File: src/rtl/gpio_irq_scheduler.sv
// gpio_irq_scheduler: round-robin sequencer that turns the GPIO sticky interrupt
// status into one CPU request at a time (req -> ack -> eoi -> clear pulse), and
// withdraws a request that stays unacked too long so one dead handler cannot
// starve the other sources.
module gpio_irq_scheduler #(
  parameter int NUM_SRC     = 32,
  parameter int ID_W        = $clog2(NUM_SRC),
  parameter int ACK_TIMEOUT = 255,
  parameter int TMO_W       = 8
) (
  input  logic               clk_i,
  input  logic               rst_ni,
  input  logic [NUM_SRC-1:0] gpio_int_status_i,
  input  logic [NUM_SRC-1:0] src_en_i,
  input  logic               sched_en_i,
  output logic               irq_req_o,
  output logic [ID_W-1:0]    irq_id_o,
  input  logic               irq_ack_i,
  input  logic               irq_eoi_i,
  output logic [NUM_SRC-1:0] gpio_int_clr_o,
  output logic               busy_o,
  output logic               timeout_o
);

  typedef enum logic [1:0] {IDLE, REQ, SVC, CLR} state_e;

  state_e             state_q, state_d;
  logic [ID_W-1:0]    rr_ptr_q, rr_ptr_d;
  logic [ID_W-1:0]    id_q, id_d;
  logic [TMO_W-1:0]   timer_q, timer_d;
  logic               req_q, req_d;
  logic [NUM_SRC-1:0] clr_q, clr_d;
  logic               busy_q, busy_d;
  logic               tmo_q, tmo_d;

  logic [NUM_SRC-1:0] pend;
  logic               win_vld;
  logic [ID_W-1:0]    win_id;
  logic [ID_W:0]      sum, idx;
  logic [ID_W-1:0]    nxt_id;

  assign pend = gpio_int_status_i & src_en_i;

  // Successor of the current id, wrapping the last source back to 0.
  assign nxt_id = (id_q == ID_W'(NUM_SRC - 1)) ? '0 : id_q + 1'b1;

  // Round-robin search: first pending source at or above rr_ptr, wrapping.
  always_comb begin
    win_vld = 1'b0;
    win_id  = '0;
    sum     = '0;
    idx     = '0;
    for (int i = 0; i < NUM_SRC; i++) begin
      sum = {1'b0, rr_ptr_q} + (ID_W+1)'(i);
      idx = (sum >= (ID_W+1)'(NUM_SRC)) ? sum - (ID_W+1)'(NUM_SRC) : sum;
      if (!win_vld && pend[idx[ID_W-1:0]]) begin
        win_vld = 1'b1;
        win_id  = idx[ID_W-1:0];
      end
    end
  end

  // Next-state and next-output logic; every output is registered from *_d.
  always_comb begin
    state_d  = state_q;
    rr_ptr_d = rr_ptr_q;
    id_d     = id_q;
    timer_d  = timer_q;
    req_d    = 1'b0;
    clr_d    = '0;
    tmo_d    = 1'b0;
    unique case (state_q)
      IDLE: begin
        if (sched_en_i && win_vld) begin
          id_d    = win_id;
          timer_d = '0;
          req_d   = 1'b1;
          state_d = REQ;
        end
      end
      REQ: begin
        if (irq_ack_i) begin
          state_d = SVC;
        end else if (!sched_en_i) begin
          state_d = IDLE;
        end else if (!pend[id_q]) begin
          // Source vanished before the CPU claimed it: drop without a clear.
          state_d = IDLE;
        end else if (timer_q == TMO_W'(ACK_TIMEOUT - 1)) begin
          tmo_d    = 1'b1;
          rr_ptr_d = nxt_id;
          state_d  = IDLE;
        end else begin
          timer_d = timer_q + 1'b1;
          req_d   = 1'b1;
        end
      end
      SVC: begin
        if (irq_eoi_i) begin
          clr_d[id_q] = 1'b1;
          state_d     = CLR;
        end
      end
      CLR: begin
        rr_ptr_d = nxt_id;
        state_d  = IDLE;
      end
      default: state_d = IDLE;
    endcase
    busy_d = (state_d != IDLE);
  end

  // State and registered outputs, cleared asynchronously on reset.
  always_ff @(posedge clk_i or negedge rst_ni) begin
    if (!rst_ni) begin
      state_q  <= IDLE;
      rr_ptr_q <= '0;
      id_q     <= '0;
      timer_q  <= '0;
      req_q    <= 1'b0;
      clr_q    <= '0;
      busy_q   <= 1'b0;
      tmo_q    <= 1'b0;
    end else begin
      state_q  <= state_d;
      rr_ptr_q <= rr_ptr_d;
      id_q     <= id_d;
      timer_q  <= timer_d;
      req_q    <= req_d;
      clr_q    <= clr_d;
      busy_q   <= busy_d;
      tmo_q    <= tmo_d;
    end
  end

  assign irq_req_o      = req_q;
  assign irq_id_o       = id_q;
  assign gpio_int_clr_o = clr_q;
  assign busy_o         = busy_q;
  assign timeout_o      = tmo_q;

endmodule

File: config.mk
export PLATFORM = sky130hd
export DESIGN_NAME = gpio_irq_scheduler
export DESIGN_NICKNAME = d
export VERILOG_FILES = /design/src/rtl/gpio_irq_scheduler.sv
export SDC_FILE = /design/constraint.sdc
export NUM_CORES = 1
export LEC_CHECK = 0
export CAP_MARGIN = 20
export CORE_MARGIN = 2
export CORE_UTILIZATION = 40
export DETAILED_ROUTE_END_ITERATION = 8
export DONT_BUFFER_PORTS = 1
export HOLD_SLACK_MARGIN = 0.03
export PLACE_DENSITY = 0.63
export SLEW_MARGIN = 20
export SYNTH_ARGS = -nofsm -noshare
export SYNTH_HDL_FRONTEND = slang
export SYNTH_SLANG_ARGS = --single-unit
File: constraint.sdc
create_clock -name clk_i -period 8.1 [get_ports clk_i]
set_input_delay 1.215 -clock clk_i [delete_from_list [all_inputs] [get_ports clk_i]]
set_output_delay 1.215 -clock clk_i [all_outputs]
set_load 0.03 [all_outputs]
==> flow_summary.ini <==
[status]
status = completed

[finish]
num-fill-cells = 2044
register_area_um2 = 1380
layout-drive-gt1-share_pct = 10.3
final_common_cell = nand2_1
most-common-layout-cells = nand2_1, nor2_1, nand3_1
nets = 1114
multiInputGateArea_um2 = 6380
area_growth_pct = 4.87

[timing]
setup_violations = 0
fmax_mhz = 150
rsz0062_at_grt = no
fin_crit_sh_pct = 82.5
worst_clock_skew_ns = 0.00458
hold_viol = 0
tightestPinTransition_ns = 1.08
fin_crit_ns = 6.68
fin_setup_tns_ns = 0
slew_headroom_pct = 26.2
final-max-slew-violation-count = 0

[worst_setup_path]
r2r_setup_slack_ns = 1.42
r2r_cells = 15
crit_path_end = busy_o$_DFF_PN0_
cp-end-kind = register
critical_path_arrival_ns = 6.86
reg2reg_to = busy_o$_DFF_PN0_
slowest_delay_ns = 0.83
cp.required_ns = 8.27
path_class = reg2reg
crit_start = rr_ptr_q[2]$_DFFE_PN0P_
r2r_start = rr_ptr_q[2]$_DFFE_PN0P_
critPathSlowestCell = ha_1
startpoint_type = register
path_cells = buf_4 > inv_2 > ha_1 > nor2b_1 > nand3_1 > and4_1 > mux4_2 > or4_1 > nor3b_4 > nand4_2 > buf_4 > or4_1 > o211ai_4 > nand2_4 > or3_1
crit_fanout = 23

[placed_design]
gp_congestion = 1.07
port_buffers = 0
dp.final_hpwl_um = 26700

[logic_synthesis]
yosysSeqAreaShare_pct = 16.9
synth.distinct_cells = 79
synth_top_cell_by_area = dfrtp_1
synth_edf_count = 0
yosysTopAreaCellShare_pct = 16.9
synth_area_per_cell_um2 = 7.71
ys_ff_latch = 55
ys_async_sr_fraction_pct = 100
synth_flop_cell = dfrtp_1
synth_area_um2 = 8140
synthTopCellsByArea = dfrtp_1, mux4_2, nand3_1
synth.net_count = 1144
synth_cells = 1056
yosysWarnings = 0

[die]
rows = 52
initial_utilization_pct = 40.5
chipWidth_um = 147
die_h_um = 147
io_pins = 109
coreArea_um2 = 20100
fp.dieArea_um2 = 21500

[grt]
grt_pass1_wl_um = 51500
grt_max_degree = 56
overflow = 0
grt_usage_pct = 30.9
grt_pass1_vias = 8697
antenna_found_initial = 0

[min_path]
hold_path.class = reg2reg

[route]
num_vias = 9258
drt_wl_total_um = 33800
drc_errors = 0
first_iter_violations = 1263
ant_nets = 0
first_pass_iters = 9
wl_per_cell_um = 26.1
via_per_inst = 7.13

[clock_network]
numCtsBuffers = 5
cts_hold_buffers = 0
post_cts_buffers = 0
cts.sinks = 55
clkLatencyLatePin_ns = 0.29
cts_buffer_depth = 2
tritoncts = built
htreeDepth = 2
cts_resized = 0
path_clk_slew_ns = 0.07
root_buffer = clkbuf_16

[run]
cap_violations = 0
-- worst max-delay path, delay by kind of cell, from the launching register on --
kind / cells / cell delay (ns)
AND/OR/NAND/NOR: 9 / 3.43
buffers and inverters: 3 / 0.94
adder cells (fa/ha/maj): 1 / 0.83
AO/OA/AOI/OAI: 1 / 0.53
multiplexers: 1 / 0.47
flip-flops: 1 / 0.33
-- state kept, by name, summed over array words and instances (netlist names) --
name,flops
rr_ptr_q,5
state_q,2
timer_q,8
irq_id_o,5
busy_o,1
irq_req_o,1
timeout_o,1
gpio_int_clr_o,32
-- worst min path at each step --
stage	start	end	slack, ns	cells past startpoint
after floorplan	timer_q[0]$_DFFE_PN0P_	timer_q[0]$_DFFE_PN0P_	0.51	1
after global placement	timer_q[6]$_DFFE_PN0P_	timer_q[6]$_DFFE_PN0P_	0.54	2
after detailed placement	timer_q[7]$_DFFE_PN0P_	timer_q[7]$_DFFE_PN0P_	0.53	2
after CTS	timer_q[7]$_DFFE_PN0P_	timer_q[7]$_DFFE_PN0P_	0.55	2
after global routing	timer_q[7]$_DFFE_PN0P_	timer_q[7]$_DFFE_PN0P_	0.58	2
final	timer_q[7]$_DFFE_PN0P_	timer_q[7]$_DFFE_PN0P_	0.55	2
-- cell families after synthesis --
group / count (synthesis) / share of synthesized area [%]
XOR/XNOR: 41 / 4.51
buffers and inverters: 82 / 4.69
flip-flops: 55 / 16.9
adder cells (fa/ha/maj): 19 / 2.92
AND/OR/NAND/NOR: 562 / 36.1
AO/OA/AOI/OAI: 219 / 18.8
multiplexers: 78 / 16.1
-- cell type report --
type                       instances  area share, %
inverter                          20          0.880
multi-input combinational        919           74.8
timing repair buffer              25           2.20
clock buffer                       6           1.63
tap                              270           3.96
antenna                            1         0.0293
sequential                        55           16.1
clock inverter                     2          0.410
-- Yosys cell counts (7+ instances only) --
master       n
mux4_2      40
nor2_1     114
and4_1      17
nand2b_1     8
nand3_1     94
ha_1        19
mux2_2       9
buf_1        9
buf_2       17
o21ai_0     40
xnor2_1     28
nand4_1     73
o21a_1       7
clkbuf_1    27
nand2_1    119
or2_2        7
dfrtp_1     55
a21oi_1     37
or4_1        7
and2_1      17
nor3_1      24
a22oi_1     11
or3_1       11
nor2b_1      8
inv_1       19
nand3b_1    32
mux2i_1     28
nor4_1      13
xor2_1      12
o2111ai_1    7
a211oi_1    17
o22ai_1     23
-- metrics by stage --
stage               setup slack [ns]  utilization [%]  cells  cell area [µm²]  hold slack (ns)
detailed placement              1.57             41.6   1289             8360            0.532
floorplan                       2.78                -   1056             8140            0.509
global route                    1.30             42.4   1297             8530            0.583
CTS                             1.57             42.4   1297             8530            0.554
finish                          1.42             42.5   1298             8530            0.552
global placement                1.59             41.6   1289             8360            0.544
-- per-layer routing --
metal / GRT usage [%] / part of all wire (%) / up-vias
li1: - / - / 4014
met1: 39.9 / 38 / 4405
met2: 48.5 / 44 / 687
met3: 6.03 / 11 / 152
met4: 17.3 / 6.8 / 0
met5: 0 / 0 / -
Power is not shown: default switching activity piles up to over one toggle a cycle in this logic, so the estimate is an artifact.
